===== src/rtl/cache_arbiter.sv =====
// Round-robin arbiter sharing one physical-memory port between the I-cache and D-cache.
// One whole-line transaction at a time; the winner's command is latched until memory responds.
module cache_arbiter #(
  parameter int LINE_WIDTH = 256,
  parameter int ADDR_WIDTH = 32
) (
  input  logic                  clk,
  input  logic                  rst,
  // I-cache side
  input  logic                  i_read,
  input  logic [ADDR_WIDTH-1:0] i_address,
  output logic [LINE_WIDTH-1:0] i_rdata,
  output logic                  i_resp,
  // D-cache side
  input  logic                  d_read,
  input  logic                  d_write,
  input  logic [ADDR_WIDTH-1:0] d_address,
  input  logic [LINE_WIDTH-1:0] d_wdata,
  output logic [LINE_WIDTH-1:0] d_rdata,
  output logic                  d_resp,
  // Memory side
  output logic                  pmem_read,
  output logic                  pmem_write,
  output logic [ADDR_WIDTH-1:0] pmem_address,
  output logic [LINE_WIDTH-1:0] pmem_wdata,
  input  logic [LINE_WIDTH-1:0] pmem_rdata,
  input  logic                  pmem_resp,
  // FSM state for checkers: 0 = IDLE, 1 = I_BUSY, 2 = D_BUSY
  output logic [1:0]            o_dbg_state
);

  // Handshake: a client holds read/write (and its address/data) until its resp pulse;
  // resp is high for exactly the one cycle in which pmem_resp arrives for the owner.

  typedef enum logic [1:0] {
    S_IDLE   = 2'd0,
    S_I_BUSY = 2'd1,
    S_D_BUSY = 2'd2
  } state_t;

  state_t                r_state;
  state_t                w_next_state;
  logic                  r_last_d;
  logic                  r_pmem_read;
  logic                  r_pmem_write;
  logic [ADDR_WIDTH-1:0] r_pmem_address;
  logic [LINE_WIDTH-1:0] r_pmem_wdata;
  logic                  w_d_req;
  logic                  w_grant_i;
  logic                  w_grant_d;

  assign w_d_req = d_read | d_write;

  always_ff @(posedge clk or posedge rst) begin
    if (rst) begin
      r_state <= S_IDLE;
    end else begin
      r_state <= w_next_state;
    end
  end

  // Busy states always return through IDLE, so a client that drops its
  // request after resp can never be re-granted by accident.
  always_comb begin
    w_next_state = r_state;
    case (r_state)
      S_IDLE: begin
        if (i_read && w_d_req) begin
          w_next_state = r_last_d ? S_I_BUSY : S_D_BUSY;
        end else if (i_read) begin
          w_next_state = S_I_BUSY;
        end else if (w_d_req) begin
          w_next_state = S_D_BUSY;
        end
      end
      S_I_BUSY: if (pmem_resp) w_next_state = S_IDLE;
      S_D_BUSY: if (pmem_resp) w_next_state = S_IDLE;
      default:  w_next_state = S_IDLE;
    endcase
  end

  always_comb begin
    i_resp      = 1'b0;
    d_resp      = 1'b0;
    o_dbg_state = r_state;
    if (r_state == S_I_BUSY) i_resp = pmem_resp;
    if (r_state == S_D_BUSY) d_resp = pmem_resp;
  end

  assign w_grant_i = (r_state == S_IDLE) && (w_next_state == S_I_BUSY);
  assign w_grant_d = (r_state == S_IDLE) && (w_next_state == S_D_BUSY);

  // Command latch: loaded on the grant edge, held stable until completion.
  always_ff @(posedge clk or posedge rst) begin
    if (rst) begin
      r_last_d       <= 1'b0;
      r_pmem_read    <= 1'b0;
      r_pmem_write   <= 1'b0;
      r_pmem_address <= '0;
      r_pmem_wdata   <= '0;
    end else if (w_grant_i) begin
      r_last_d       <= 1'b0;
      r_pmem_read    <= 1'b1;
      r_pmem_write   <= 1'b0;
      r_pmem_address <= i_address;
    end else if (w_grant_d) begin
      r_last_d       <= 1'b1;
      r_pmem_read    <= ~d_write;
      r_pmem_write   <= d_write;
      r_pmem_address <= d_address;
      r_pmem_wdata   <= d_wdata;
    end else if ((r_state != S_IDLE) && pmem_resp) begin
      r_pmem_read    <= 1'b0;
      r_pmem_write   <= 1'b0;
    end
  end

  assign pmem_read    = r_pmem_read;
  assign pmem_write   = r_pmem_write;
  assign pmem_address = r_pmem_address;
  assign pmem_wdata   = r_pmem_wdata;
  assign i_rdata      = pmem_rdata;
  assign d_rdata      = pmem_rdata;

endmodule


===== config.mk =====
export PLATFORM = sky130hd
export DESIGN_NAME = cache_arbiter
export DESIGN_NICKNAME = d
export VERILOG_FILES = /design/src/rtl/cache_arbiter.sv
export SDC_FILE = /design/constraint.sdc
export NUM_CORES = 1
export LEC_CHECK = 0
export ABC_AREA = 1
export BUFFER_PORTS_ARGS = -buffer_cell sky130_fd_sc_hd__buf_2
export CAP_MARGIN = 20
export CORE_AREA = 2 2 539 541
export DETAILED_ROUTE_END_ITERATION = 10
export DIE_AREA = 0 0 541 543
export GPL_TIMING_DRIVEN = 0
export PLACE_DENSITY_LB_ADDON = 0.2
export SYNTH_ARGS = -nofsm -noshare
export SYNTH_HDL_FRONTEND = slang
export SYNTH_SLANG_ARGS = --single-unit

===== constraint.sdc =====
create_clock -name clk -period 12.22 [get_ports clk]
set_input_delay 1.222 -clock clk [delete_from_list [all_inputs] [get_ports clk]]
set_output_delay 1.222 -clock clk [all_outputs]
set_load 0.02 [all_outputs]

Word-level counts from Yosys, hierarchy flattened

Index checks and enable logic that the tools add are counted.

Bitwise operators: 3
Reductions and logical operators: 10
Multiplexer cells: 17
Eq/ne operators: 4

Operator list:

| cell                                           | count |
|---|---|
| two-way mux 32 bit                             | 2 |
| two-way mux 2 bit                              | 5 |
| two-way mux 1 bit                              | 9 |
| == test 2 x 1 -> 1 bit (second input constant) | 2 |
| == test 2 bit (second input constant)          | 2 |
| logical AND 1 bit                              | 4 |
| one-hot mux 2 bit (2 select lines)             | 1 |
| nonzero test 2 bit                             | 2 |
| nonzero test 3 bit                             | 1 |
| logical NOT 2 bit                              | 1 |
| inverter 1 bit                                 | 2 |
| AND reduction 2 bit                            | 1 |
| OR reduction 2 bit                             | 1 |
| bitwise OR 1 bit                               | 1 |

Input port bits: 582
Logic and storage cells: 40
Bits in registers: 293
Output and inout port bits: 806

Depth between registers and ports, before layout

Gate-level depths: netlist (run 1).

Word-level depth: 9
Gate-level depth with buffers: 13
Depth with buffers taken out: 12

Least setup slack after synthesis (run 1)

OpenSTA, ideal clock, no wires.

Path type: input-to-output
From: in pmem_resp
To: out d_resp
Stages: 2
Data arrival time: 1.393 ns
Data required time: 10.998 ns
Path buffers: 0
Slack: 9.605 ns
Cell sequence: nand2_1 inv_1

Cells in the longest elaborated chain, start to end: 1

Ends and longest elaborated chain:

| element            | RTL line | source |
|---|---|---|
| start: declaration | 27       | `input logic pmem_resp,` |
| two-way mux 1 bit  | 87       | `if (r_state == S_D_BUSY) d_resp = pmem_resp;` |
| end: declaration   | 20       | `output logic d_resp,` |

No other way between the ends.

Final worst setup path (run 1)

From: reg r_state[1] (netlist: o_dbg_state[1])
To: reg r_pmem_wdata[91] (netlist: pmem_wdata[91])

Cells in the longest elaborated chain, start to end: 8
Elaborated cells on any way between the ends: 15
Classes of those cells: eq/ne: 4; mux: 5; bitwise: 1; reduce/logical: 5

Ends and longest elaborated chain:

| element                                | RTL line | source |
|---|---|---|
| start: declaration                     | 41       | `state_t r_state;` |
| start signal: assignment               | 58       | `r_state <= w_next_state;` |
| two-way mux 2 bit                      | 72       | `end else if (w_d_req) begin` |
| two-way mux 2 bit                      | 70       | `end else if (i_read) begin` |
| two-way mux 2 bit                      | 68       | `if (i_read && w_d_req) begin` |
| one-hot mux 2 bit (2 select lines)     | 66       | `case (r_state)` |
| == test 2 x 1 -> 1 bit                 | 90       | `assign w_grant_i = (r_state == S_IDLE) && (w_next_state == S_I_BUSY);` |
| logical AND 1 bit                      | 90       |  |
| inverter 1 bit (no source line)        | n/a      |  |
| AND reduction 2 bit (no source line) * | n/a      |  |
| end signal: assignment                 | 111      | `r_pmem_wdata <= d_wdata;` |
| end: declaration                       | 47       | `logic [LINE_WIDTH-1:0] r_pmem_wdata;` |

Every way passes the cells marked *; elsewhere a longest branch is shown, timed or not.
A chain may end at the register's enable or synchronous reset.

==> results of run 1 <==
[layout make-up]
cell class / count / share of cell area [%]
clock buffers: 58 / 4.51
multi-input cells: 997 / 13.9
inverters: 13 / 0.204
clock inverters: 26 / 1.39
repair buffers: 1134 / 20.7
diodes: 17 / 0.154
flip-flops and latches: 293 / 26.5
plain buffers: 585 / 15.4
well taps: 3781 / 17.1
[state kept, by name (all words and copies together), names as in the netlist]
register and count:
o_dbg_state 2, pmem_address 32, pmem_read 1, pmem_wdata 256, pmem_write 1, r_last_d 1
[logic make-up after synthesis]
group                      count (synthesis)  synth area share [%]
AOI/OAI and AO/OA                          3                 0.121
adders and majority gates                  4                 0.323
buffers and inverters                    598                  27.8
DFF                                      293                  47.3
and+or+nand+nor                          990                  24.4
[report_power, final]
group / internal (mW) / switching (mW) / total (mW) / leakage (nW)
registers: 1.45 / 0.305 / 1.75 / 3.65
clock network: 0.859 / 0.602 / 1.46 / 0.780
logic: 0.946 / 2.55 / 3.50 / 10.3
total: 3.25 / 3.46 / 6.71 / 14.7
[stage by stage]
step / worst slack (ns) / power [mW]
2_1_floorplan: 2.91 / 3.48
3_3_place_gp: -2.85 / 5.42
3_5_place_dp: 8.25 / 5.40
4_1_cts: 8.84 / 6.94
5_1_grt: 8.81 / 7.23
6_report: 9.16 / 6.71
[synthesized netlist by cell type]
cell / number
sky130_fd_sc_hd__a21oi_1: 1
sky130_fd_sc_hd__a21oi_2: 1
sky130_fd_sc_hd__buf_2: 41
sky130_fd_sc_hd__buf_4: 538
sky130_fd_sc_hd__clkbuf_1: 6
sky130_fd_sc_hd__dfrtp_1: 293
sky130_fd_sc_hd__ha_1: 4
sky130_fd_sc_hd__inv_1: 10
sky130_fd_sc_hd__inv_2: 3
sky130_fd_sc_hd__nand2_1: 947
sky130_fd_sc_hd__nand3_1: 34
sky130_fd_sc_hd__nand3_2: 1
sky130_fd_sc_hd__nand4_1: 4
sky130_fd_sc_hd__nor2_1: 2
sky130_fd_sc_hd__nor2_2: 2
sky130_fd_sc_hd__o21ai_1: 1
[worst reg2reg max path: cells and delay by family (launching register included)]
family	cells	cell delay, ns
buffers and inverters	5	1.23
AND/OR/NAND/NOR	7	1.11
flip-flops	1	0.46
adder cells (fa/ha/maj)	1	0.24
[final timing paths]
check,endpoint
setup / recovery,pmem_wdata[91]
hold / removal,pmem_wdata[206]
setup reg to reg,pmem_wdata[91]
hold reg to reg,pmem_wdata[206]
max in group asynchronous,pmem_wdata[227]
min in group asynchronous,pmem_wdata[80]
[layer usage]
metal	GRT usage, %	part of all wire [%]
met1	12.0	40
met2	16.5	47
met3	4.14	11
met4	2.19	2.0
met5	0	0.089
==> results_dict.tcl, run 1 <==
set metrics [dict create \
    cts_htree_levels 2 \
    dp_hpwl_um 139000 \
    sequential_cell_area_um2 7330 \
    clock_path_buffers 3 \
    cts_resized 0 \
    coreArea_um2 287000 \
    multi_input_area_um2 3850 \
    max_stage_delay_on_crit_path_ns 0.46 \
    worst_path_max_delay_cell "sky130_fd_sc_hd__dfrtp_1" \
    areaGrowthSynthToFinish_pct 78.3 \
    crit_path_start_kind "register" \
    post-synth-top-area-cell "sky130_fd_sc_hd__dfrtp_1" \
    finalSetupTns_ns 0 \
    period_needed_ns 3.06 \
    cp_data_required_time_ns 12.83 \
    rsz0062_at_grt "false" \
    pwr_per_cell_area_nw_per_um2 243 \
    synth_warnings 0 \
    timing.slew.headroom_pct 40.2 \
    port_buffers 1131 \
    clk_root_buffer_cell "sky130_fd_sc_hd__clkbuf_16" \
    detailedRoute.firstIterationViolations 1071 \
    die_h_um 543 \
    postSynthNetCount 2474 \
    pin_count 1388 \
    synthCells 1888 \
    numPlacedInstances 6803 \
    worst_setup_skew_after_layout_ns 0.0535 \
    hold_start "pmem_wdata[206]" \
    antenna_found_initial 65 \
    ant_nets 0 \
    synthDominantCellAreaShare_pct 47.3 \
    drc_errors 0 \
    netlist_area_um2 15500 \
    most_used_cells_in_the_layout_excluding_fill_and_tap_cells "sky130_fd_sc_hd__buf_2, sky130_fd_sc_hd__nand2_1, sky130_fd_sc_hd__buf_4, sky130_fd_sc_hd__dfrtp_1, sky130_fd_sc_hd__clkbuf_16" \
    setup_viol_count_final 0 \
    detailroute.via_count 16600 \
    cp-end-kind "register" \
    leading_cell_type_in_the_layout_fill_and_taps_excluded "sky130_fd_sc_hd__buf_2" \
    cellLeakagePower_nw 14.7 \
    critPathLaunch "o_dbg_state[1]" \
    ff2ff_setup_slack_ns 9.16 \
    die_width_um 541 \
    layout.filler_cells 33700 \
    routed_via_density 2.41 \
    gp_routability_congestion 0.864 \
    final_critical_path_share_of_the_clock_period_pct 25.0 \
    drv.max_cap_violation_count 0 \
    grt_pass1_vias 16600 \
    post-cts-setup-buffer-count 0 \
    critPathKind "register to register" \
    critical_path_buf_inv_count 5 \
    drive_above_1_share_pct 57.9 \
    origin_of_the_critical_flop_to_flop_path "o_dbg_state[1]" \
    postLayoutCellArea_um2 27600 \
    tritoncts_clock_tree "done" \
    wl_per_cell_um 22.3 \
    grt_max_degree 103 \
    min_delay_path_depth 2 \
    routed_wirelength_um 154000 \
    most_area_consuming_cells_after_synthesis "sky130_fd_sc_hd__dfrtp_1, sky130_fd_sc_hd__buf_4, sky130_fd_sc_hd__nand2_1, sky130_fd_sc_hd__buf_2, sky130_fd_sc_hd__nand3_1" \
    final-hold-violation-count 0 \
    hold_ws_ns 0.472 \
    timing.fmax_ghz 0.327 \
    syn-mean-instance-area_um2 8.21 \
    yosysSeqAreaShare_pct 47.3 \
    worst_slew_pin_slew_ns 0.897 \
    fin_util_pct 9.62 \
    slew_violations 0 \
    core.rowCount 197 \
    flip_flop_and_latch_count_after_synthesis 293 \
    gr-usage-all-layers_pct 9.99 \
    cts-buffers-inserted 46 \
    cts-hold-fix-buffers 0 \
    layoutNonFillerInstCount 6904 \
    timing.critical_path.arrival_ns 3.67 \
    clkSinkCount 293 \
    firstDrtPassIters 5 \
    rr_worst_depth 13 \
    die_area_um2 294000 \
    outcome "finished clean" \
    critical_path_cell_count 13 \
    crit_fanout 7 \
    vdd_ir_drop_max_uv 97.6 \
    timing.hold.worst.class "register to register" \
    critical_path.cell_chain "inv_1 -> ha_1 -> inv_2 -> nor2_1 -> nand2_1 -> nand2_1 -> nor2_2 -> nand3_2 -> inv_2 -> clkbuf_1 -> buf_8 -> nand2_1 -> nand2_1" \
    cts.clk_slew.worst_paths_ns 0.06 \
    clk_latency_ns 0.69 \
    grt_ovf 0 \
    distinct_cell_type_count_after_synthesis 16 \
    initial_core_util_pct 5.39 \
    cp_common_cell "sky130_fd_sc_hd__nand2_1" \
    grt_pass1_wl_um 188000 \
    post_placement_cell_area_um2 26000 \
    layout.nets 3656 \
    cp_top_family "buffers and inverters" \
]
(Power assumes the default switching activity.)
==> run 2, diff against run 1 <==
clock period = 2.9 ns   (was 12.22 ns; I/O delays follow)
==> run 2 against run 1 <==
  * Clock-buffer cell count increased by 14
  * Combinational power grew to 4.4 times the previous value
  * Worst setup slack got worse by 8.9 ns
  * Largest cell class unchanged
  * Die area stayed put
  * Global-route usage increased by 0.16 points
  * Critical endpoint is now pmem_wdata[92]
  * Non-clock buffer count up 322
  * Flip-flop and latch count unchanged
  * Register-to-register slack got worse by 8.9 ns
  * Sequential share of layout area fell by 2.7 points
  * Final area grew 11%
  * Total power rose to 4.2 times the previous value
==> results_dict.tcl, run 2 (synthesis gave the netlist of run 1 again) <==
set metrics [dict create \
    gr-usage-all-layers_pct 10.1 \
    final-hold-violation-count 0 \
    p_int_mw 13.6 \
    grt_pass1_vias 18300 \
    cellLeakagePower_nw 16.0 \
    grt_pass1_wl_um 193000 \
    worst_slew_pin_slew_ns 0.596 \
    timing.critical_path.arrival_ns 3.22 \
    coreArea_um2 287000 \
    fin_util_pct 10.7 \
    clk_root_buffer_cell "sky130_fd_sc_hd__clkbuf_16" \
    share_seq_of_total_power_pct 25.8 \
    multi_input_area_um2 3860 \
    cts.clk_slew.worst_paths_ns 0.06 \
    setup_viol_count_final 0 \
    cp-end-kind "register" \
    most_used_cells_in_the_layout_excluding_fill_and_tap_cells "sky130_fd_sc_hd__buf_2, sky130_fd_sc_hd__nand2_1, sky130_fd_sc_hd__buf_4, sky130_fd_sc_hd__dlygate4sd3_1, sky130_fd_sc_hd__dfrtp_1" \
    port_buffers 1131 \
    layout.filler_cells 33600 \
    dp_hpwl_um 141000 \
    crit_fanout 7 \
    power_switching_share_pct 51.7 \
    clk_latency_ns 0.66 \
    detailedRoute.firstIterationViolations 749 \
    cp_data_required_time_ns 3.50 \
    finalSetupTns_ns 0 \
    ant_nets 0 \
    switching_power_mw 14.6 \
    rr_worst_depth 14 \
    slew_violations 0 \
    cts_htree_levels 2 \
    initial_core_util_pct 5.39 \
    detailroute.via_count 17800 \
    rsz0062_at_grt "false" \
    pin_count 1388 \
    drv.max_cap_violation_count 0 \
    drc_errors 0 \
    min_delay_path_depth 3 \
    timing.fmax_ghz 0.381 \
    routed_wirelength_um 156000 \
    critPathKind "register to register" \
    gp_routability_congestion 0.849 \
    antenna_found_initial 58 \
    worst_setup_skew_after_layout_ns 0.0395 \
    tritoncts_clock_tree "done" \
    timing.hold.worst.class "input port to register" \
    leading_cell_type_in_the_layout_fill_and_taps_excluded "sky130_fd_sc_hd__buf_2" \
    layout.nets 3977 \
    die_h_um 543 \
    outcome "finished clean" \
    vdd_ir_drop_max_uv 412 \
    core.rowCount 197 \
    routed_via_density 2.47 \
    hold_ws_ns 0.0914 \
    number_of_flip_flops_under_the_largest_register_name 256 \
    cts-buffers-inserted 45 \
    drive_above_1_share_pct 52.5 \
    areaGrowthSynthToFinish_pct 98.3 \
    wl_per_cell_um 21.6 \
    die_area_um2 294000 \
    power.combinational.fraction_pct 54.7 \
    firstDrtPassIters 5 \
    pwr_per_cell_area_nw_per_um2 918 \
    final_critical_path_share_of_the_clock_period_pct 90.5 \
    sequential_cell_area_um2 7330 \
    die_width_um 541 \
    crit_path_start_kind "register" \
    clkSinkCount 293 \
    timing.slew.headroom_pct 60.3 \
    grt_ovf 0 \
    period_needed_ns 2.62 \
    report.power.total_mw 28.2 \
    grt_max_degree 36 \
    clockPowerShare_pct 19.5 \
    clock_path_buffers 3 \
]
-- run 2: changes by cell type in the layout (fill, tap and decap cells not counted), sizes merged --
cell / change
inv: -1
clkinvlp: -2
clkinv: -9
dlygate4sd3: +314
bufinv: -6
clkbuf: +14
buf: +8
diode: -4
-- run 2: cell type report --
class                      count  share of cell area (%)
clock buffer                  72                    4.42
sequential                   293                    23.9
clock inverter                 8                   0.208
timing repair buffer        1456                    29.3
multi-input combinational    997                    12.6
antenna                       13                   0.106
inverter                      13                   0.195
tap                         3781                    15.4
buffer                       585                    13.9
-- run 2: layer usage --
layer	wire length, um	vias to the layer above	GRT usage, %
li1	-	8208	-
met1	60200	8387	11.4
met2	72700	1056	16.9
met3	17800	190	4.76
met4	5230	8	3.24
met5	58	-	0
-- run 2: worst paths after layout --
check                                      from         endpoint  slack [ns]
max in group asynchronous                   rst  pmem_wdata[177]        0.65
worst min-delay path               d_wdata[211]  pmem_wdata[211]        0.09
worst max register to register   o_dbg_state[0]   pmem_wdata[92]        0.28
min in group asynchronous                   rst  pmem_wdata[225]        0.27
worst max-delay path             o_dbg_state[0]   pmem_wdata[92]        0.28
worst min register to register  pmem_wdata[150]  pmem_wdata[150]        0.48
-- run 2: repair_timing --
item,4_1_cts,5_1_grt
pin swaps,1,0
hold buffers,314,0
endpoints found under the hold margin,306,0
setup buffers,1,0
endpoints found under the setup margin,257,12
resized for setup,6,5
-- run 2: through the flow --
| stage | instance area [um2] | instances | setup slack (ns) |
|---|---|---|---|
| detailed placement | 26100 | 6810 | -0.782 |
| floorplan | 15500 | 1888 | -1.28 |
| global placement | 25900 | 6800 | -4.55 |
| CTS | 30700 | 7205 | 0.0425 |
| finish | 30700 | 7218 | 0.276 |
| global route | 30700 | 7210 | 0.0367 |
-- run 2: power groups by stage --
stage / sequential, mW / combinational, mW / clock, mW
after floorplan: 9.46 / 5.22 / 0
after global placement: 7.29 / 15.7 / 0
after detailed placement: 7.28 / 15.6 / 0
after CTS: 7.28 / 16.2 / 5.81
after global routing: 7.52 / 17.1 / 5.92
final: 7.27 / 15.4 / 5.50
-- run 2: critical path, cell delays in order, from the launching register on --
cell and delay [ns]:
sky130_fd_sc_hd__dfrtp_1 0.45, sky130_fd_sc_hd__inv_1 0.10, sky130_fd_sc_hd__ha_1 0.25, sky130_fd_sc_hd__inv_2 0.10, sky130_fd_sc_hd__nor2_1 0.05, sky130_fd_sc_hd__nand2_1 0.08
sky130_fd_sc_hd__nand2_1 0.09, sky130_fd_sc_hd__nor2_2 0.16, sky130_fd_sc_hd__nand3_4 0.09, sky130_fd_sc_hd__buf_12 0.16, sky130_fd_sc_hd__inv_8 0.14, sky130_fd_sc_hd__clkbuf_1 0.45
sky130_fd_sc_hd__buf_8 0.22, sky130_fd_sc_hd__nand2_1 0.12, sky130_fd_sc_hd__nand2_1 0.08
